File: src/rtl/jogo_pkg.sv
// Shared definitions for the memory-sequence game: state codes, the
// controller output bundle and the state-to-output decode.
package jogo_pkg;

   localparam int N_RODADAS = 16;

   // State codes double as the hex display value, so they are fixed explicitly.
   typedef enum logic [3:0] {
      INICIAL     = 4'h0,
      PREPARA     = 4'h1,
      ESPERA      = 4'h2,
      REGISTRA    = 4'h4,
      COMPARA     = 4'h5,
      PROX_JOGADA = 4'h6,
      PROX_RODADA = 4'h7,
      FIM_ACERTO  = 4'hA,
      FIM_TIMEOUT = 4'hD,
      FIM_ERRO    = 4'hE
   } estado_t;

   typedef struct packed {
      logic zera_e;
      logic conta_e;
      logic zera_r;
      logic conta_r;
      logic registra;
      logic pronto;
      logic ganhou;
      logic perdeu;
      logic db_timeout;
   } saidas_t;

   // Moore decode: the outputs asserted while sitting in a given state.
   function automatic saidas_t decodifica(estado_t e);
      saidas_t s;
      s = '0;
      case (e)
         PREPARA:     begin s.zera_e = 1'b1; s.zera_r = 1'b1; end
         REGISTRA:    s.registra = 1'b1;
         PROX_JOGADA: s.conta_e = 1'b1;
         PROX_RODADA: begin s.conta_r = 1'b1; s.zera_e = 1'b1; end
         FIM_ACERTO:  begin s.pronto = 1'b1; s.ganhou = 1'b1; end
         FIM_ERRO:    begin s.pronto = 1'b1; s.perdeu = 1'b1; end
         FIM_TIMEOUT: begin s.pronto = 1'b1; s.perdeu = 1'b1; s.db_timeout = 1'b1; end
         default:     ;
      endcase
      return s;
   endfunction

endpackage

File: src/rtl/unidade_controle_jogo_if.sv
// Handshake between the game datapath (master) and the control unit (slave).
interface unidade_controle_jogo_if;

   logic       jogar;
   logic       tem_jogada;
   logic       jogada_correta;
   logic       endereco_igual_rodada;
   logic       rodada_ultima;
   logic       zera_e;
   logic       conta_e;
   logic       zera_r;
   logic       conta_r;
   logic       registra;
   logic       pronto;
   logic       ganhou;
   logic       perdeu;
   logic       db_timeout;
   logic [3:0] db_estado;

   modport master (
      output jogar, tem_jogada, jogada_correta, endereco_igual_rodada, rodada_ultima,
      input  zera_e, conta_e, zera_r, conta_r, registra,
      input  pronto, ganhou, perdeu, db_timeout, db_estado
   );

   modport slave (
      input  jogar, tem_jogada, jogada_correta, endereco_igual_rodada, rodada_ultima,
      output zera_e, conta_e, zera_r, conta_r, registra,
      output pronto, ganhou, perdeu, db_timeout, db_estado
   );

endinterface

File: src/rtl/contador_timeout.sv
// Per-play inactivity timer: counts while enabled, cleared otherwise,
// flags the last allowed cycle.
module contador_timeout #(
   parameter int TIMEOUT_CYCLES = 250_000_000,
   parameter int TW             = 28
) (
   input  logic clock,
   input  logic reset,
   input  logic conta,
   input  logic zera,
   output logic fim
);

   logic [TW-1:0] valor;

   // Timer register: clear has priority so every new wait starts from zero.
   // NOTE: sequential state uses non-blocking assignments so all flops update together.
   always_ff @(posedge clock or posedge reset) begin
      if (reset) begin
         valor <= '0;
      end else if (zera) begin
         valor <= '0;
      end else if (conta) begin
         valor <= valor + 1'b1;
      end
   end

   assign fim = conta && (valor == TW'(TIMEOUT_CYCLES - 1));

endmodule

File: src/rtl/unidade_controle_jogo.sv
// Control FSM for the memory-sequence game: sequences the play and round
// counters, checks each play and ends the game on win, error or timeout.
module unidade_controle_jogo
   import jogo_pkg::*;
#(
   parameter int TIMEOUT_CYCLES = 250_000_000,
   parameter int TW             = 28
) (
   input  logic                    clock,
   input  logic                    reset,
   unidade_controle_jogo_if.slave  bus
);

   estado_t estado;
   estado_t prox;
   saidas_t saidas;
   logic    em_espera;
   logic    fim_timeout;

   assign em_espera = (estado == ESPERA);

   contador_timeout #(
      .TIMEOUT_CYCLES (TIMEOUT_CYCLES),
      .TW             (TW)
   ) u_timer (
      .clock (clock),
      .reset (reset),
      .conta (em_espera),
      .zera  (!em_espera),
      .fim   (fim_timeout)
   );

   // Next-state rules; a press beats a timeout in the same cycle.
   // NOTE: prox gets a default before the case so no latch can be inferred.
   always_comb begin
      prox = INICIAL;
      case (estado)
         INICIAL:     prox = bus.jogar ? PREPARA : INICIAL;
         PREPARA:     prox = ESPERA;
         ESPERA: begin
            if (bus.tem_jogada)    prox = REGISTRA;
            else if (fim_timeout)  prox = FIM_TIMEOUT;
            else                   prox = ESPERA;
         end
         REGISTRA:    prox = COMPARA;
         COMPARA: begin
            if (!bus.jogada_correta)                             prox = FIM_ERRO;
            else if (bus.endereco_igual_rodada && bus.rodada_ultima) prox = FIM_ACERTO;
            else if (bus.endereco_igual_rodada)                  prox = PROX_RODADA;
            else                                                 prox = PROX_JOGADA;
         end
         PROX_JOGADA: prox = ESPERA;
         PROX_RODADA: prox = ESPERA;
         FIM_ACERTO:  prox = bus.jogar ? PREPARA : FIM_ACERTO;
         FIM_ERRO:    prox = bus.jogar ? PREPARA : FIM_ERRO;
         FIM_TIMEOUT: prox = bus.jogar ? PREPARA : FIM_TIMEOUT;
         default:     prox = INICIAL;
      endcase
   end

   // State and output registers; outputs are decoded from the incoming state
   // so they always match the state register.
   always_ff @(posedge clock or posedge reset) begin
      if (reset) begin
         estado <= INICIAL;
         saidas <= '0;
      end else begin
         estado <= prox;
         saidas <= decodifica(prox);
      end
   end

   assign bus.zera_e     = saidas.zera_e;
   assign bus.conta_e    = saidas.conta_e;
   assign bus.zera_r     = saidas.zera_r;
   assign bus.conta_r    = saidas.conta_r;
   assign bus.registra   = saidas.registra;
   assign bus.pronto     = saidas.pronto;
   assign bus.ganhou     = saidas.ganhou;
   assign bus.perdeu     = saidas.perdeu;
   assign bus.db_timeout = saidas.db_timeout;
   assign bus.db_estado  = estado;

endmodule
File: src/flat_wrapper.sv
// flat-port wrapper written by rule: the top's interface ports become plain ports
module unidade_controle_jogo_flat import jogo_pkg::*;
#(
   parameter int TIMEOUT_CYCLES = 250_000_000,
   parameter int TW             = 28
)
  (clock, reset, bus_jogar, bus_tem_jogada, bus_jogada_correta, bus_endereco_igual_rodada, bus_rodada_ultima, bus_zera_e, bus_conta_e, bus_zera_r, bus_conta_r, bus_registra, bus_pronto, bus_ganhou, bus_perdeu, bus_db_timeout, bus_db_estado);
  unidade_controle_jogo_if bus_i ();
  input  logic clock;
  input  logic reset;
  input wire logic [$bits(bus_i.jogar)-1:0] bus_jogar;
  input wire logic [$bits(bus_i.tem_jogada)-1:0] bus_tem_jogada;
  input wire logic [$bits(bus_i.jogada_correta)-1:0] bus_jogada_correta;
  input wire logic [$bits(bus_i.endereco_igual_rodada)-1:0] bus_endereco_igual_rodada;
  input wire logic [$bits(bus_i.rodada_ultima)-1:0] bus_rodada_ultima;
  output wire logic [$bits(bus_i.zera_e)-1:0] bus_zera_e;
  output wire logic [$bits(bus_i.conta_e)-1:0] bus_conta_e;
  output wire logic [$bits(bus_i.zera_r)-1:0] bus_zera_r;
  output wire logic [$bits(bus_i.conta_r)-1:0] bus_conta_r;
  output wire logic [$bits(bus_i.registra)-1:0] bus_registra;
  output wire logic [$bits(bus_i.pronto)-1:0] bus_pronto;
  output wire logic [$bits(bus_i.ganhou)-1:0] bus_ganhou;
  output wire logic [$bits(bus_i.perdeu)-1:0] bus_perdeu;
  output wire logic [$bits(bus_i.db_timeout)-1:0] bus_db_timeout;
  output wire logic [$bits(bus_i.db_estado)-1:0] bus_db_estado;
  assign bus_i.jogar = bus_jogar;
  assign bus_i.tem_jogada = bus_tem_jogada;
  assign bus_i.jogada_correta = bus_jogada_correta;
  assign bus_i.endereco_igual_rodada = bus_endereco_igual_rodada;
  assign bus_i.rodada_ultima = bus_rodada_ultima;
  assign bus_zera_e = bus_i.zera_e;
  assign bus_conta_e = bus_i.conta_e;
  assign bus_zera_r = bus_i.zera_r;
  assign bus_conta_r = bus_i.conta_r;
  assign bus_registra = bus_i.registra;
  assign bus_pronto = bus_i.pronto;
  assign bus_ganhou = bus_i.ganhou;
  assign bus_perdeu = bus_i.perdeu;
  assign bus_db_timeout = bus_i.db_timeout;
  assign bus_db_estado = bus_i.db_estado;
  unidade_controle_jogo #(.TIMEOUT_CYCLES(TIMEOUT_CYCLES), .TW(TW)) u_core (.clock(clock), .reset(reset), .bus(bus_i));
endmodule
File: config.mk
export PLATFORM = sky130hd
export DESIGN_NAME = unidade_controle_jogo_flat
export DESIGN_NICKNAME = d
export VERILOG_FILES = /design/src/rtl/jogo_pkg.sv /design/src/rtl/unidade_controle_jogo_if.sv /design/src/rtl/contador_timeout.sv /design/src/rtl/unidade_controle_jogo.sv /design/src/flat_wrapper.sv
export SDC_FILE = /design/constraint.sdc
export NUM_CORES = 1
export LEC_CHECK = 0
export CAP_MARGIN = 20
export CELL_PAD_IN_SITES_DETAIL_PLACEMENT = 1
export CELL_PAD_IN_SITES_GLOBAL_PLACEMENT = 1
export CORE_MARGIN = 2
export CORE_UTILIZATION = 44
export DETAILED_ROUTE_END_ITERATION = 16
export PLACE_DENSITY = 0.77
export RECOVER_POWER = 25
export SYNTH_ARGS = -nofsm -noshare
export SYNTH_HDL_FRONTEND = slang
export SYNTH_SLANG_ARGS = --single-unit
File: constraint.sdc
create_clock -name clock -period 2.1 [get_ports clock]
set_input_delay 0.42 -clock clock [delete_from_list [all_inputs] [get_ports clock]]
set_output_delay 0.42 -clock clock [all_outputs]
set_load 0.005 [all_outputs]
==> metrics, run 1 <==
outcome finished, final reports clean; proportion of layout cells with a drive suffix above 1 11.9%; fin. max-slew vios 0; Commonest cells post-synth 41 x dfrtp_1, 32 x nor2_1, 19 x xor2_1; final WL roughly 4600 um; worst skew pair latency roughly 0.29 ns; vias in the first global route 1698; Slew headroom about a third; Netlist cell types 43; Tmin final 1.92 ns; Async S/R FF share, synth 100%; Setup CP Type reg -> reg; crit start category flop; Syn Nets 204; Power Density 843 nW/um^2; H-Tree Depth 2; worst-margin pin slew 1.02 ns; Final setup violation count 0; Max Cap Viol 0; Pleak 0.00107 uW; drt pass-1 iters 4; Syn Inst Count 196; top-count cell post-synth dfrtp_1; fin area about 2400 um^2; # nets final 234; Chip Height 71.4 um; post-detailed-route DRC marker count 0; Placer Congestion 0.821; worst vdd ir about 460 uV; Cells after DPL 268; Worst EP required 2.28 ns; Seq/Total Area, Yosys 51.3%; IO Port Bufs 19; num ports 20; post-DR wirelength/cell 16.5 um; final cycle utilization of the critical path 91.3%; clk root buf clkbuf_8; worst hold path class reg -> reg; hold_buf cts 0; Setup crit end kind flop; CP max FO 5; area grow syn2layout 20.1%; TritonCTS buffer count 5; placed inst area 2280 um^2; Detail Placement HPWL 3380 um; initial core utilization 45.9%; Avg Inst Size Synth slightly above 10 um^2; vias per std cell 5.59; WP data arrival 2.10 ns; Synth area leaders dfrtp_1 51%, xor2_1 8.3%, nor2_1 6.0%; Final Skew about 0.0042 ns; DRT iter0 DRCs 74; total negative setup slack 0 ns; clock buffer depth 2; Fin. Hold Viols 0; largest net degree at the start of global routing 42; first-pass GRT wire length 8080 um; Post-DRT Antenna Nets 0; #FFs+latches synth 41; Synth Flop Type dfrtp_1; Core ar. 4350 um^2; CTS Sinks 41; ant diodes 0; unrepaired setup endpoints after global routing true; antenna violations before repair 0; leading area contributor after synthesis dfrtp_1; Die ar. 5100 um^2; DR vias 1559; Util after Layout 55.1%; grt ovf 0; Die X 71.4 um; CTS tree done; clock-pin slew on the worst setup and hold paths around 0.080 ns; aggregate global-route resource usage 20.2%; Mapped Area between 1500 and 2000 um^2; hold_ws between 0.4 and 0.5 ns; post-synth top area share 51.3%; Peak Freq approximately 520 MHz; Post-synth EDFFs 0; Finished Layout Cells 279; Core Rows 24; Yosys warning total 0
## metrics by stage
stage / setup slack, ns / total power (uW)
2_1_floorplan: 0.395 / 1240
3_3_place_gp: 0.0940 / 1440
3_5_place_dp: -0.0424 / 1470
4_1_cts: 0.133 / 2050
5_1_grt: -0.0177 / 2130
6_report: 0.183 / 2020
## critical path, cell delays in order, from the launching register on
cell and delay (ns):
dfrtp_1 0.42, ha_1 0.25, nand3_1 0.18, nor2_2 0.08, and4bb_2 0.27, a21boi_1 0.25, inv_1 0.14, and4_1 0.21
## area by class of cell
type                    instances  area, um^2
clock buffers                   7        96.3
clock inverters                 1        5.00
fillers                       484        1950
inverters                       8        30.0
multi-input cells             141         915
flip-flops and latches         41        1030
well taps                      52        65.1
repair buffers                 29         263
## state kept, by name, summed over array words and instances, names as in the netlist
name                   flops
u_core.u_timer.valor      28
u_core.bus.conta_r         1
u_core.bus.conta_e         1
u_core.bus.db_estado       4
u_core.bus.db_timeout      1
u_core.bus.perdeu          1
u_core.bus.zera_r          1
u_core.bus.zera_e          1
u_core.bus.ganhou          1
u_core.bus.pronto          1
u_core.bus.registra        1
## placed cells by master, fill, tap and decap left out, types with 2 or more instances in the layout
cell	instances
nor4_4	2
xnor2_1	6
a21oi_1	5
and2_1	2
and4_1	2
clkdlybuf4s50_1	18
or3_1	2
inv_1	8
buf_4	9
nand2_1	9
clkbuf_8	7
nand3_1	13
and3_1	8
nand4_1	8
xor2_1	19
o22ai_1	2
nor4_1	4
nor3_1	3
o21ai_0	2
dfrtp_1	41
nor2_1	31
## logic make-up after synthesis
| logic type | share of synthesized area, % |
|---|---|
| adder cells (fa/ha/maj) | 0.626 |
| XOR/XNOR | 11.0 |
| AND/OR/NAND/NOR | 27.9 |
| buffers and inverters | 3.01 |
| flip-flops | 51.3 |
| AO/OA/AOI/OAI | 6.14 |
## routing by layer
layer | vias up | global-route usage [%] | wire, um | part of all wire, %
li1 | 740 | - | - | -
met1 | 786 | 27.1 | 2060 | 45
met2 | 25 | 32.9 | 2330 | 51
met3 | 8 | 4.22 | 128 | 2.8
met4 | 0 | 6.71 | 77 | 1.7
met5 | - | 0 | 0 | 0
## final timing paths
| kind | start | to | slack (ns) | depth (start not counted) |
|---|---|---|---|---|
| max in group asynchronous | reset | u_core.u_timer.valor[15]$_DFF_PP0_ | 0.58 | 3 |
| min reg2reg | u_core.u_timer.valor[0]$_DFF_PP0_ | u_core.u_timer.valor[0]$_DFF_PP0_ | 0.50 | 1 |
| max reg2reg | u_core.u_timer.valor[0]$_DFF_PP0_ | u_core.bus.conta_e$_DFF_PP0_ | 0.18 | 7 |
| min in group asynchronous | reset | u_core.bus.perdeu$_DFF_PP0_ | 0.90 | 3 |
| max | u_core.u_timer.valor[0]$_DFF_PP0_ | u_core.bus.conta_e$_DFF_PP0_ | 0.18 | 7 |
| min | u_core.u_timer.valor[0]$_DFF_PP0_ | u_core.u_timer.valor[0]$_DFF_PP0_ | 0.50 | 1 |
## power by group
part	internal, uW	total [uW]	switching [uW]	leakage (uW)
registers	854	947	92.8	0.000566
logic	238	509	271	0.000449
clock network	297	566	269	0.0000542
## timing repair
action	in CTS	in global routing
buffers inserted	0	3
endpoints found under the setup margin	0	4
gates resized for setup	0	1
(Power assumes the default switching activity.)
==> inputs of run 2 (changes only) <==
--- a/config.mk
+++ b/config.mk
@@ -11,6 +11,7 @@
 export CORE_MARGIN = 2
 export CORE_UTILIZATION = 44
 export DETAILED_ROUTE_END_ITERATION = 16
+export GPL_TIMING_DRIVEN = 0
 export PLACE_DENSITY = 0.77
 export RECOVER_POWER = 25
 export SYNTH_ARGS = -nofsm -noshare
==> run 2 against run 1 <==
Cell count is 1.4% lower. Sequential power shrank 3.7%. Design area shrank 2.7%. First-iteration DRC count is 12% lower. Critical path type unchanged.
==> metrics, run 2 (same netlist as run 1, synthesis figures left out) <==
outcome finished, final reports clean; Peak Freq 498 MHz (-4.5%); commonest non-fill, non-tap cell in the layout dfrtp_1; P_sw 632 uW (-0.18%); Worst Path Buf+Inv 2 (+1); Finished Layout Cells 275 (-1.4%); IO Port Bufs 19 (unchanged); Int Pwr 1310 uW (-5.6%); Final setup violation count 0 (unchanged); Detail Placement HPWL 3240 um (-4.2%); Switching Fraction 32.5% (+1.2 points); Die ar. 5100 um^2 (unchanged); final cycle utilization of the critical path 95.6% (+4.3 points); CP top delay family compound AO/OA/AOI/OAI gates; DR vias 1505 (-3.5%); num ports 20 (unchanged); CTS Sinks 41 (unchanged); CP max FO 9 (+4); largest net degree at the start of global routing 42 (unchanged); post-detailed-route DRC marker count 0 (unchanged); clk root buf clkbuf_8; Setup CP Type reg -> reg; aggregate global-route resource usage 19.3% (-0.96 points); Util after Layout 53.6% (-1.5 points); Seq pwr share 46.9% (about the same); max FFs per register 28 (unchanged); Core ar. 4350 um^2 (unchanged); Final Skew 0.00245 ns (-0.00177 ns); Worst EP required 2.28 ns (about the same); antenna violations before repair 0 (unchanged); worst-margin pin slew 0.827 ns (-0.196 ns); first-pass GRT wire length 7850 um (-2.8%); DRT iter0 DRCs 65 (-12%); ant diodes 0 (unchanged); Pleak 0.00103 uW (-3.9%); Cells after DPL 267 (-0.37%); # nets final 230 (-1.7%); CP max stage cell dfrtp_1; fin. max-slew vios 0 (unchanged); unrepaired setup endpoints after global routing true; worst skew pair latency 0.29 ns (about the same); CTS resizes 0 (unchanged); Tmin final 2.01 ns (+0.0896 ns); Slew headroom 44.8% (+13 points); overall power 1940 uW (-3.9%); clock-pin slew on the worst setup and hold paths 0.08 ns (about the same); Max Cap Viol 0 (unchanged); vias per std cell 5.47 (-2.1%); vias in the first global route 1677 (-1.2%); Post-DRT Antenna Nets 0 (unchanged); area grow syn2layout 16.9%; post-DR wirelength/cell 15.9 um (-3.6%); total negative setup slack 0 ns (unchanged); Largest Register u_core.u_timer.valor; Placer Congestion 0.729 (-11%); Power Density 832 nW/um^2 (-1.3%); Chip Height 71.4 um (unchanged); worst hold path class reg -> reg; proportion of layout cells with a drive suffix above 1 8.97% (-2.9 points); # Post-CTS Setup Buffers 0 (unchanged); Setup crit end kind flop; Core Rows 24 (unchanged); Fin. Hold Viols 0 (unchanged); grt ovf 0 (unchanged); slowest cell delay on critical path 0.37 ns (-0.05 ns); initial core utilization 45.9% (unchanged); final WL 4360 um (-5.0%); Clk pwr share 26.1% (-1.9 points); Logic pwr share 27.0% (+1.8 points); H-Tree Depth 2 (unchanged); clock buffer depth 2 (unchanged); drt pass-1 iters 4 (unchanged); hold_buf cts 0 (unchanged); Die X 71.4 um (unchanged); crit-path cells clkbuf_1 > nor3b_1 > o2bb2ai_1 > a22oi_1 > a21boi_1 > inv_1 > and4_1; WP data arrival 2.19 ns (+0.09 ns); most frequent cells in the layout 41 x dfrtp_1, 32 x nor2_1, 19 x xor2_1; CTS tree done; worst vdd ir 558 uV (+21%); TritonCTS buffer count 5 (unchanged); crit start category flop
[run 2: power groups by stage]
stage          clock network, uW  logic (uW)  registers (uW)
5_1_grt                      550         580             924
6_report                     507         524             912
4_1_cts                      519         540             912
3_3_place_gp                   0         518             921
3_5_place_dp                   0         540             927
2_1_floorplan                  0         316             920
[run 2: path summary, 6_finish.rpt]
path	from	end	slack, ns	cells past startpoint
min in group asynchronous	reset	u_core.bus.ganhou$_DFF_PP0_	0.75	2
hold / removal	u_core.u_timer.valor[0]$_DFF_PP0_	u_core.u_timer.valor[0]$_DFF_PP0_	0.50	1
setup reg to reg	u_core.bus.db_estado[1]$_DFF_PP0_	u_core.bus.conta_e$_DFF_PP0_	0.09	7
hold reg to reg	u_core.u_timer.valor[0]$_DFF_PP0_	u_core.u_timer.valor[0]$_DFF_PP0_	0.50	1
setup / recovery	u_core.bus.db_estado[1]$_DFF_PP0_	u_core.bus.conta_e$_DFF_PP0_	0.09	7
max in group asynchronous	reset	u_core.u_timer.valor[17]$_DFF_PP0_	0.83	2
[run 2: layer usage]
layer  track usage (%)  share of wire, %  vias up
met5                 0                 0        -
met4              6.50               1.4        0
met1              25.2                45      755
li1                  -                 -      725
met3              4.36               3.5        6
met2              31.7                50       19
[run 2: through the flow]
stage               hold slack (ns)  setup WS [ns]  cell area (um^2)
finish                        0.500         0.0931              2340
CTS                           0.501          0.107              2340
floorplan                     0.455          0.395              2000
global placement              0.474        -0.0723              2250
global route                  0.533        -0.0321              2340
detailed placement            0.490        -0.0786              2250
[run 2: final cells by class]
type	count	area, um^2
Multi-Input combinational cell	141	912
Sequential cell	41	1030
Inverter	8	30.0
Clock inverter	3	17.5
Fill cell	481	2020
Buffer	6	26.3
Tap cell	52	65.1
Timing Repair Buffer	19	190
Clock buffer	5	68.8
